File: config.mk
export PLATFORM = sky130hd
export DESIGN_NAME = fmv_frame_scheduler
export DESIGN_NICKNAME = d
export VERILOG_FILES = /design/src/rtl/fmv_frame_scheduler_pkg.sv /design/src/rtl/fmv_frame_scheduler.sv
export SDC_FILE = /design/constraint.sdc
export NUM_CORES = 1
export LEC_CHECK = 0
export ABC_CLOCK_PERIOD_IN_PS = 12300
export CORE_ASPECT_RATIO = 0.8
export CORE_UTILIZATION = 35
export CTS_CLUSTER_SIZE = 40
export DETAILED_ROUTE_END_ITERATION = 8
export HOLD_SLACK_MARGIN = 0.05
export PLACE_DENSITY_LB_ADDON = 0.1
export SLEW_MARGIN = 30
export SYNTH_ARGS = -nofsm -noshare
export SYNTH_HDL_FRONTEND = slang
export SYNTH_SLANG_ARGS = --single-unit
File: constraint.sdc
create_clock -name clk -period 12.3 [get_ports clk]
set_input_delay 2.46 -clock clk [delete_from_list [all_inputs] [get_ports clk]]
set_output_delay 2.46 -clock clk [all_outputs]
set_load 0.01 [all_outputs]
File: src/rtl/fmv_frame_scheduler_pkg.sv
// Shared FMV types: the planar YUV frame address set passed between decoder,
// allocator and display, plus the repeat-count load helper.
package fmv_frame_scheduler_pkg;

    typedef struct packed {
        logic [31:0] y_addr;
        logic [31:0] u_addr;
        logic [31:0] v_addr;
    } planar_yuv_s;

    // A repeat count of zero behaves like one: every vsync may change frame.
    function automatic logic [3:0] rep_load(input logic [3:0] rc);
        return (rc == 4'd0) ? 4'd1 : rc;
    endfunction

endpackage

File: src/rtl/fmv_frame_scheduler.sv
// Display-side FMV frame scheduler: pops decoded frames from the address FIFO
// on vsync, repeats them for rate conversion, and returns superseded frames.
module fmv_frame_scheduler
    import fmv_frame_scheduler_pkg::*;
#(
    parameter int unsigned CNT_W = 16
) (
    input  logic             clk,
    input  logic             reset,
    input  logic             fifo_valid,
    input  planar_yuv_s      fifo_q,
    output logic             fifo_strobe,
    input  logic             vsync,
    input  logic             enable,
    input  logic [3:0]       repeat_count,
    input  logic             flush,
    output planar_yuv_s      show_frame,
    output logic             show_valid,
    output planar_yuv_s      release_frame,
    output logic             release_strobe,
    output logic [CNT_W-1:0] underrun_cnt,
    output logic [CNT_W-1:0] frame_cnt
);

    typedef enum logic {
        EMPTY,
        SHOWING
    } state_e;

    state_e           state_q, state_d;
    logic [3:0]       rem_q, rem_d;
    logic [1:0]       settle_q, settle_d;
    logic             strobe_q, strobe_d;
    logic             pop_rel_q, pop_rel_d;
    logic             flush_pend_q, flush_pend_d;
    planar_yuv_s      show_q, show_d;
    planar_yuv_s      rel_q, rel_d;
    logic             show_valid_q, show_valid_d;
    logic             rel_strobe_q, rel_strobe_d;
    logic [CNT_W-1:0] under_q, under_d;
    logic [CNT_W-1:0] frame_q, frame_d;
    logic             ready;
    logic             do_flush;

    always_comb begin
        state_d      = state_q;
        rem_d        = rem_q;
        strobe_d     = 1'b0;
        pop_rel_d    = 1'b0;
        flush_pend_d = 1'b0;
        show_d       = show_q;
        rel_d        = rel_q;
        show_valid_d = show_valid_q;
        rel_strobe_d = 1'b0;
        under_d      = under_q;
        frame_d      = frame_q;
        settle_d     = strobe_q ? 2'd2 : ((settle_q != 2'd0) ? settle_q - 2'd1 : 2'd0);

        ready    = fifo_valid && enable && (settle_q == 2'd0);
        // A flush landing on the strobe cycle waits one cycle so the popped
        // frame is captured first and then released like any shown frame.
        do_flush = flush_pend_q || (flush && !strobe_q);

        if (strobe_q) begin
            show_d       = fifo_q;
            show_valid_d = 1'b1;
            state_d      = SHOWING;
            frame_d      = frame_q + CNT_W'(1);
            flush_pend_d = flush;
            if (pop_rel_q) begin
                rel_strobe_d = 1'b1;
                rel_d        = show_q;
            end
        end else if (do_flush) begin
            if (state_q == SHOWING) begin
                rel_strobe_d = 1'b1;
                rel_d        = show_q;
                show_valid_d = 1'b0;
                state_d      = EMPTY;
            end
        end else if (vsync) begin
            unique case (state_q)
                EMPTY: begin
                    if (ready) begin
                        strobe_d = 1'b1;
                        rem_d    = rep_load(repeat_count);
                    end
                end
                SHOWING: begin
                    if (rem_q > 4'd1) begin
                        rem_d = rem_q - 4'd1;
                    end else if (ready) begin
                        strobe_d  = 1'b1;
                        pop_rel_d = 1'b1;
                        rem_d     = rep_load(repeat_count);
                    end else if (enable && (under_q != '1)) begin
                        under_d = under_q + CNT_W'(1);
                    end
                end
                default: ;
            endcase
        end
    end

    always_ff @(posedge clk or posedge reset) begin
        if (reset) begin
            state_q      <= EMPTY;
            rem_q        <= '0;
            settle_q     <= '0;
            strobe_q     <= 1'b0;
            pop_rel_q    <= 1'b0;
            flush_pend_q <= 1'b0;
            show_q       <= '0;
            rel_q        <= '0;
            show_valid_q <= 1'b0;
            rel_strobe_q <= 1'b0;
            under_q      <= '0;
            frame_q      <= '0;
        end else begin
            state_q      <= state_d;
            rem_q        <= rem_d;
            settle_q     <= settle_d;
            strobe_q     <= strobe_d;
            pop_rel_q    <= pop_rel_d;
            flush_pend_q <= flush_pend_d;
            show_q       <= show_d;
            rel_q        <= rel_d;
            show_valid_q <= show_valid_d;
            rel_strobe_q <= rel_strobe_d;
            under_q      <= under_d;
            frame_q      <= frame_d;
        end
    end

    assign fifo_strobe    = strobe_q;
    assign show_frame     = show_q;
    assign show_valid     = show_valid_q;
    assign release_frame  = rel_q;
    assign release_strobe = rel_strobe_q;
    assign underrun_cnt   = under_q;
    assign frame_cnt      = frame_q;

endmodule

# Word-level counts from Yosys, hierarchy flattened
# Cells that the tools add are included.
# W data, S select, Z words.
# totals
elab_cells,73
ff_bits,236
inputBits,106
out_inout_bits,227
# classes
eq_ne,2
reduce_logical,15
muxes,30
n_addsub,4
order_cmp,1
bitwise,5
# op_table
operator,n
$mux W96,4
$add A16 B1 Y16 const B,2
$mux W1,19
$ne A16 B16 Y1 const B,1
$mux W4,3
$pmux W4 S2,1
$reduce_and A7 Y1,1
$reduce_and A3 Y1,2
$reduce_bool A2 Y1,3
$not A1 Y1,5
$gt A4 B1 Y1 const B,1
$logic_and A1 B1 Y1,4
$logic_not A4 Y1,1
$mux W2,2
$sub A4 B1 Y4 const B,1
$logic_not A2 Y1,1
$ne A2 B1 Y1 const B,1
$pmux W1 S2,1
$reduce_and A2 Y1,1
$sub A2 B1 Y2 const B,1
$logic_not A1 Y1,1
$logic_or A1 B1 Y1,1

# Depth between registers and ports, before layout
# Gate-level depths: netlist of the first run.
# logic_depth
ltp_word,8
mapped_depth,7
ltp_nobuf,7

# Worst setup path before layout of the first run
# Ideal clock, no wire load.
# synth_path
kind,input -> register
start,in flush
end,reg under_q[1] (netlist: underrun_cnt[1])
setup_time_ns,0.125
slack_ns,8.455
path_stages,4
t_arrival_ns,3.721
path_buffers,0
required_ns,12.175
cell_sequence,nor4b_4 -> nand4b_1 -> a211oi_2 -> mux2_2
# synth_via
elab_chain_len,4
# synth_lines
item,line_no,rtl
start: declaration,fmv_frame_scheduler.sv:16,"input logic flush,"
$logic_and A1 B1 Y1,fmv_frame_scheduler.sv:62,do_flush = flush_pend_q || (flush && !strobe_q);
$logic_or A1 B1 Y1,fmv_frame_scheduler.sv:62,
$not A1 Y1 (no line),-,
$reduce_and A7 Y1 (no line),-,
end signal: assignment,fmv_frame_scheduler.sv:130,under_q <= under_d;
end: declaration,fmv_frame_scheduler.sv:40,"logic [CNT_W-1:0] under_q, under_d;"
# Every way passes these cells.
# A chain may end at the register's enable or synchronous reset.

# Worst setup path in the final report of the first run
# layout_path
start,in flush
end,"reg rel_q, in the netlist release_frame[91]"
# layout_via
elab_chain_len,4
# layout_lines
item,line_no,rtl
$logic_and A1 B1 Y1,fmv_frame_scheduler.sv:62,
$logic_or A1 B1 Y1,fmv_frame_scheduler.sv:62,
$reduce_bool A2 Y1 (no line),-,
$reduce_and A3 Y1 (no line),-,
end signal: assignment,fmv_frame_scheduler.sv:127,rel_q <= rel_d;
end: declaration,fmv_frame_scheduler.sv:37,"planar_yuv_s rel_q, rel_d;"
# Every way passes these cells.

==> results of run 1 <==
## worst min-delay path by stage
stage | startpoint | endpoint | slack [ns] | cells past startpoint
3_5_place_dp | frame_cnt[15] | frame_cnt[15] | 0.48 | 1
3_3_place_gp | show_valid | show_valid | 0.46 | 1
2_1_floorplan | settle_q[0] | settle_q[0] | 0.45 | 1
4_1_cts | frame_cnt[15] | frame_cnt[15] | 0.49 | 1
5_1_grt | frame_cnt[15] | frame_cnt[15] | 0.51 | 1
6_report | frame_cnt[15] | frame_cnt[15] | 0.48 | 1
## report_power, final
part / switching (mW) / internal [mW]
sequential: 0.165 / 1.03
clock: 0.303 / 0.468
combinational: 0.357 / 0.638
total: 0.826 / 2.14
## per-layer routing
metal / share of wire / vias to the layer above
met5: 0 / -
met3: 0.082 / 38
met2: 0.48 / 226
met4: 0.026 / 0
li1: - / 2771
met1: 0.42 / 3058
## cells in the mapped netlist, types with 5 or more instances
master   number
nand4_1       8
dfrtp_1     236
buf_1         8
nand3_1      11
xnor2_1      25
mux2_2      195
a21oi_1       5
and3_1        8
buf_2        14
nand2_1      13
nor2_1       11
inv_1         6
## metrics by stage
step | power [mW] | hold WS, ns | setup WS (ns)
finish | 2.97 | 0.483 | 7.71
detailed placement | 2.22 | 0.479 | 6.57
global route | 3.12 | 0.512 | 7.55
floorplan | 1.57 | 0.445 | 3.37
CTS | 3.01 | 0.487 | 7.13
global placement | 2.19 | 0.465 | 6.57
## state kept, by name, indices dropped and copies added (netlist names)
name            flops
release_frame      96
rem_q               4
underrun_cnt       16
fifo_strobe         1
release_strobe      1
show_frame         96
settle_q            2
pop_rel_q           1
flush_pend_q        1
state_q             1
show_valid          1
frame_cnt          16
## logic make-up (layout without fill, tap and decap cells)
| logic type | Yosys count | in the layout | share of synthesized area |
|---|---|---|---|
| flops | 236 | 236 | 0.648 |
| mux | 196 | 196 | 0.242 |
| simple gates | 69 | 69 | 0.0446 |
| xor+xnor | 29 | 29 | 0.0279 |
| buf+inv | 29 | 387 | 0.0139 |
| compound gates | 22 | 22 | 0.0184 |
| fa+ha+maj | 4 | 4 | 0.00549 |
## cell type report
cell class / instances / area, um^2
clock inverters: 8 / 90.1
well taps: 351 / 439
inverters: 6 / 30.0
flip-flops and latches: 236 / 5910
multi-input cells: 320 / 3090
clock buffers: 36 / 759
fillers: 2081 / 11700
repair buffers: 337 / 3390
## placed cells by master, fill, tap and decap left out, types with 4 or more instances in the layout
cell type | Yosys | layout
nand3_1 | 11 | 11
xor2_1 | 4 | 4
nand4_1 | 8 | 8
clkbuf_16 | 0 | 27
clkdlybuf4s50_1 | 0 | 332
inv_1 | 6 | 5
nor2_1 | 11 | 11
a21oi_1 | 5 | 5
clkbuf_8 | 0 | 5
mux2_2 | 195 | 195
and4_1 | 4 | 4
ha_1 | 4 | 4
clkinv_2 | 0 | 6
clkbuf_1 | 1 | 4
xnor2_1 | 25 | 25
dfrtp_1 | 236 | 235
nand2_1 | 13 | 13
and3_1 | 8 | 8
## critical path, delay by kind of cell
family	cells	cell delay (ns)
AO/OA/AOI/OAI	2	0.80
buffers and inverters	2	1.06
multiplexers	1	0.41
AND/OR/NAND/NOR	1	0.12
==> results.toml, run 1 <==
[synthesis]
avgSynthCellArea_um2 = 15.6
synth-async-reset-ratio = 1.00
synth_ff_type = "dfrtp_1"
synth-edff-count = 0
synthCells = 585
synth_area_leader_cell = "dfrtp_1"
ys_seq_area_frac = 0.648
synth.distinct_cells = 39
syn_nets = 695
ys_top_cells_by_area = "dfrtp_1, mux2_2, xnor2_1"
synth.top_cell.area_share = 0.648
netlist_area_um2 = 9120
synth-seq-cells = 236
synth.yosys.warnings = 0

[sta]
hold_viol_final = 0
clock.fmax_mhz = 218
slew_headroom = 0.428
setup-violations-final = 0
period_minus_slack_ns = 4.59
skew_ns = 0.0154
worst_slew_pin_slew_ns = 0.858
period_share = 0.373
rsz0062_at_grt = "no"
tns_ns = 0
report.final.slew_viol_count = 0

[power_and_ir_drop]
vdd_drop_max_uv = 142
power.leakage_nw = 5.90
p_per_area_nw_per_um2 = 216

[clock_network]
hold_buffers = 0
cts_tree = "done"
cts.repair.resized = 0
postCtsSetupBuffers = 0
htreeDepth = 1
clk_latency_ns = 0.52
clk_path_buf_depth = 3
clk_pin_slew_worst_paths_ns = 0.06
cts_made_buffers = 26
clkSinkCount = 236
cts_root_buffer = "clkbuf_16"

[global_routing]
grt_usage = 0.171
met2_usage = 0.288
grt_overflow_total = 0
gr-usage-met1 = 0.209
antenna_found_initial = 0
grt.busiest_layer = "met2"
grt_pass1_wl_um = 36600
grt_max_degree = 99
grt_pass1_vias = 6573
grt_use_met3 = 0.0566

[layout]
syn_to_final_growth_pct = 50.4
final_core_util = 0.539
antennaDiodeCount = 0
layout-drive-gt1-share = 0.262
fin_nets = 1037
finish.instance_area_um2 = 13700
stdcell_count = 1294

[detailed_routing]
drt_pass1_iterations = 4
drtIter0Drc = 158
ant_nets = 0
wl_um = 22800
drc = 0
wl_per_cell_um = 17.6
post_drt_via_cell_ratio = 4.71
vias = 6093

[hold_path]
hp-class = "flop to flop"

[setup_path]
worstRegToRegCells = 4
worstSetupStartpointType = "primary input"
crit_required_ns = 12.71
cpMaxStageDelayCell = "buf_6"
regToRegStartpoint = "fifo_strobe"
end_kind = "flop"
rrSetupSlack_ns = 9.54
crit_start = "flush"
crit_arrival_ns = 5.00
cp_cell_sequence = "clkdlybuf4s50_1, o21ai_0, nor2_1, a21oi_4, buf_6, mux2_2"
r2r_end = "release_frame[91]"
cp-endpoint = "release_frame[91]"
crit_type = "primary input to flop"
cp_max_fo = 72
critPathMaxStageDelay_ns = 0.57

[run_status]
outcome = "finished clean"

[placed_design]
globalplace.congestion = 0.787
dpl.cell_count = 1249
io_buffers = 332
placed_area_um2 = 12800
dp_hpwl_um = 16000

[flow_run]
maxCapViolCount = 0

[floorplanning]
chipHeight_um = 146
core_um2 = 25400
io_pins = 333
dieArea_um2 = 26700
initial_core_util = 0.358
chipWidth_um = 182
row_count = 52
Power figures use the tool's default switching activity.
==> inputs of run 2 (changes only) <==
- ABC_CLOCK_PERIOD_IN_PS: 12300 -> 4640
- clock period: 12.3 -> 4.64 ns (I/O delays scaled with it)
==> results.toml, run 2 (synthesized netlist as in run 1, its figures left out) <==
[run_status]
outcome = "finished clean"

[detailed_routing]
ant_nets = 0
post_drt_via_cell_ratio = 4.65
wl_per_cell_um = 17.3
wl_um = 22600
vias = 6061
drtIter0Drc = 124
drt_pass1_iterations = 4
drc = 0

[sta]
tns_ns = 0
setup_ws_ns = 1.83
hold_viol_final = 0
skew_ns = 0.00784
rsz0062_at_grt = "no"
report.final.slew_viol_count = 0
worst_slew_pin_slew_ns = 0.800
slew_headroom = 0.465
setup-violations-final = 0
period_minus_slack_ns = 2.81
clock.fmax_mhz = 355
period_share = 0.606

[clock_network]
clk_latency_ns = 0.52
clk_path_buf_depth = 3
postCtsSetupBuffers = 0
hold_buffers = 0
clkSinkCount = 236
cts_tree = "done"
cts_root_buffer = "clkbuf_16"
cts_made_buffers = 26
htreeDepth = 1
cts.repair.resized = 0
clk_pin_slew_worst_paths_ns = 0.06

[layout]
layout-drive-gt1-share = 0.271
layout_common_cells = "clkdlybuf4s50_1, dfrtp_1, mux2_2"
syn_to_final_growth_pct = 52.3
stdcell_count = 1303
fin_nets = 1042
mostFrequentLayoutCell = "clkdlybuf4s50_1"
final_core_util = 0.546
antennaDiodeCount = 0

[setup_path]
cp_max_fo = 35
crit_arrival_ns = 1.89
critPathBufInv = 1
worstRegToRegCells = 6
crit_type = "flop to output pin"
worstSetupStartpointType = "flop"
cpMaxStageDelayCell = "dfrtp_4"
cp_num_cells = 1
cp_cell_sequence = "clkdlybuf4s50_1"
critPathMaxStageDelay_ns = 0.72
end_kind = "output pin"
path_delay_family = "flip-flops"
crit_required_ns = 3.71

[global_routing]
grt_overflow_total = 0
grt_pass1_wl_um = 36200
antenna_found_initial = 0
grt_max_degree = 91
grt_usage = 0.171
grt_pass1_vias = 6481

[power_and_ir_drop]
p_per_area_nw_per_um2 = 582
vdd_drop_max_uv = 276
power.leakage_nw = 5.98

[placed_design]
io_buffers = 332
dpl.cell_count = 1254
globalplace.congestion = 0.803
dp_hpwl_um = 16200
dpl_worst_slack_ns = 1.25

[floorplanning]
row_count = 52
io_pins = 333
chipWidth_um = 182
dieArea_um2 = 26700
chipHeight_um = 146
core_um2 = 25400
initial_core_util = 0.358

[hold_path]
min_path_cells = 1
hp-class = "flop to flop"

[flow_run]
maxCapViolCount = 0
run 2: final cells by class:
cell class | count | area, um^2
Multi-Input combinational cell | 320 | 3090
Clock inverter | 13 | 196
Clock buffer | 35 | 766
Tap cell | 351 | 439
Timing Repair Buffer | 342 | 3460
Sequential cell | 236 | 5910
Inverter | 6 | 26.3
Fill cell | 2055 | 11600
run 2: path summary, 6_finish.rpt:
check	start	slack, ns	end
worst min register to register	frame_cnt[15]	0.47	frame_cnt[15]
max in group asynchronous	reset	2.82	fifo_strobe
worst max register to register	fifo_strobe	1.96	frame_cnt[13]
worst max-delay path	fifo_strobe	1.83	fifo_strobe
min in group asynchronous	reset	0.78	release_frame[23]
worst min-delay path	frame_cnt[15]	0.47	frame_cnt[15]
run 2: through the flow:
step	total power, mW	hold slack [ns]	instance area, um^2
3_5_place_dp	5.90	0.472	12900
3_3_place_gp	5.84	0.463	12900
2_1_floorplan	4.15	0.445	9120
4_1_cts	8.22	0.480	13900
6_report	8.09	0.474	13900
5_1_grt	8.52	0.509	13900
run 2: report_power, final:
| group | total (mW) | internal [mW] | switching [mW] |
|---|---|---|---|
| registers | 3.20 | 2.74 | 0.461 |
| logic | 2.63 | 1.69 | 0.940 |
| clock network | 2.25 | 1.43 | 0.816 |
| total | 8.09 | 5.87 | 2.22 |
run 2: worst reg2reg max path: cells and delay by family, from the launching register on:
family                 cells  cell delay, ns
flip-flops                 1            0.72
AND/OR/NAND/NOR            4            1.07
XOR/XNOR                   1            0.14
buffers and inverters      1            0.64
run 2: routing by layer:
| metal | track usage | vias to the layer above | wire length, um |
|---|---|---|---|
| met5 | 0 | - | 0 |
| met4 | 0.0466 | 0 | 493 |
| met3 | 0.0569 | 33 | 1890 |
| met2 | 0.288 | 228 | 11000 |
| met1 | 0.209 | 3027 | 9170 |
| li1 | - | 2773 | - |
==> inputs of run 3 (changes only) <==
- ABC_CLOCK_PERIOD_IN_PS: 4640 -> 2850
- clock period: 4.64 -> 2.85 ns (I/O delays scaled with it)
==> results.toml, run 3 (synthesized netlist as in run 1, its figures left out) <==
[detailed_routing]
wl_per_cell_um = 17.7
vias = 6089
ant_nets = 0
post_drt_via_cell_ratio = 4.67
wl_um = 23000
drt_pass1_iterations = 4
drc = 0
drtIter0Drc = 191

[clock_network]
postCtsSetupBuffers = 0
clk_pin_slew_worst_paths_ns = 0.06
htreeDepth = 1
cts_root_buffer = "clkbuf_16"
cts_made_buffers = 26
hold_buffers = 0
cts_tree = "done"
clkSinkCount = 236
clk_latency_ns = 0.52
cts.repair.resized = 0
clk_path_buf_depth = 3

[flow_run]
maxCapViolCount = 0

[power_and_ir_drop]
power.leakage_nw = 5.96
p_per_area_nw_per_um2 = 935
total_power_mw = 12.9
vdd_drop_max_uv = 583

[global_routing]
grt_pass1_wl_um = 37100
grt_overflow_total = 0
antenna_found_initial = 0
grt_max_degree = 105
grt_pass1_vias = 6598
grt_usage = 0.174

[setup_path]
end_kind = "output pin"
worstSetupStartpointType = "flop"
worstRegToRegCells = 5
r2r_end = "release_frame[22]"
crit_arrival_ns = 2.01
crit_start = "fifo_strobe"
cp_max_fo = 32
rrSetupSlack_ns = 0.66
crit_type = "flop to output pin"
crit_required_ns = 2.28
regToRegStartpoint = "fifo_strobe"
cp-endpoint = "fifo_strobe"

[sta]
rsz0062_at_grt = "no"
clock.fmax_mhz = 387
report.final.slew_viol_count = 0
slew_headroom = 0.464
tns_ns = 0
period_minus_slack_ns = 2.58
skew_ns = 0.00896
setup-violations-final = 0
worst_slew_pin_slew_ns = 0.804
hold_viol_final = 0
period_share = 0.906

[layout]
fin_nets = 1044
syn_to_final_growth_pct = 51.8
mostFrequentLayoutCell = "clkdlybuf4s50_1"
layout_common_cells = "clkdlybuf4s50_1, dfrtp_1, mux2_2"
antennaDiodeCount = 0
layout-drive-gt1-share = 0.269

[floorplanning]
chipHeight_um = 146
initial_core_util = 0.358
dieArea_um2 = 26700
io_pins = 333
core_um2 = 25400
chipWidth_um = 182
row_count = 52

[hold_path]
hp-class = "primary input to asynchronous set/reset pin"

[run_status]
outcome = "finished clean"

[placed_design]
io_buffers = 332
globalplace.congestion = 0.785
dp_hpwl_um = 16400
==> run 3: cell count changes in the layout (fill, tap and decap cells not counted) <==
cell        change
buf_12          +2
buf_16          -1
buf_4           +1
bufinv_16       -2
clkbuf_1        +3
clkbuf_8        -1
clkinv_4        -1
clkinvlp_4      -1
inv_6           +1
==> run 3: how the worst min path moves through the flow <==
| stage | start | end | slack (ns) | depth (start not counted) |
|---|---|---|---|---|
| floorplan | settle_q[0] | settle_q[0] | 0.45 | 1 |
| global placement | show_valid | show_valid | 0.46 | 1 |
| detailed placement | frame_cnt[15] | frame_cnt[15] | 0.47 | 1 |
| CTS | reset | release_frame[27] | 0.37 | 2 |
| global route | reset | frame_cnt[14] | 0.40 | 2 |
| finish | reset | release_frame[27] | 0.39 | 2 |
==> run 3: layer usage <==
layer  GRT usage  vias up  wire (um)
li1            -     2770          -
met1       0.225     3065       9710
met2       0.279      222      10700
met3      0.0596       32       2010
met4      0.0462        0        607
met5           0        -          0
==> run 3: layout make-up <==
cell class | count | area, um^2
clock buffer | 37 | 763
sequential | 236 | 5910
clock inverter | 10 | 129
inverter | 6 | 26.3
tap | 351 | 439
fill | 2070 | 11600
multi-input combinational | 320 | 3090
timing repair buffer | 344 | 3480
==> run 3: stage by stage <==
step                      setup slack (ns)  area [um^2]  utilization  instances  hold slack, ns
after global placement               0.195        12900        0.509       1257           0.461
after global routing                 0.174        13800        0.544       1304           0.397
final                                0.268        13800        0.544       1304           0.385
after CTS                            0.224        13800        0.544       1304           0.374
after detailed placement             0.219        12900        0.509       1257           0.467
after floorplan                     -0.812         9120            -        585           0.445
==> run 3: where the power goes <==
group	internal, mW	switching, mW	total (mW)
Clock	2.13	1.31	3.44
Sequential	4.47	0.718	5.18
Combinational	2.76	1.55	4.31
Total	9.35	3.58	12.9
==> run 3: critical path, stage by stage (launching register included) <==
cell	delay, ns
dfrtp_4	0.45
buf_4	0.41
clkdlybuf4s50_1	0.63
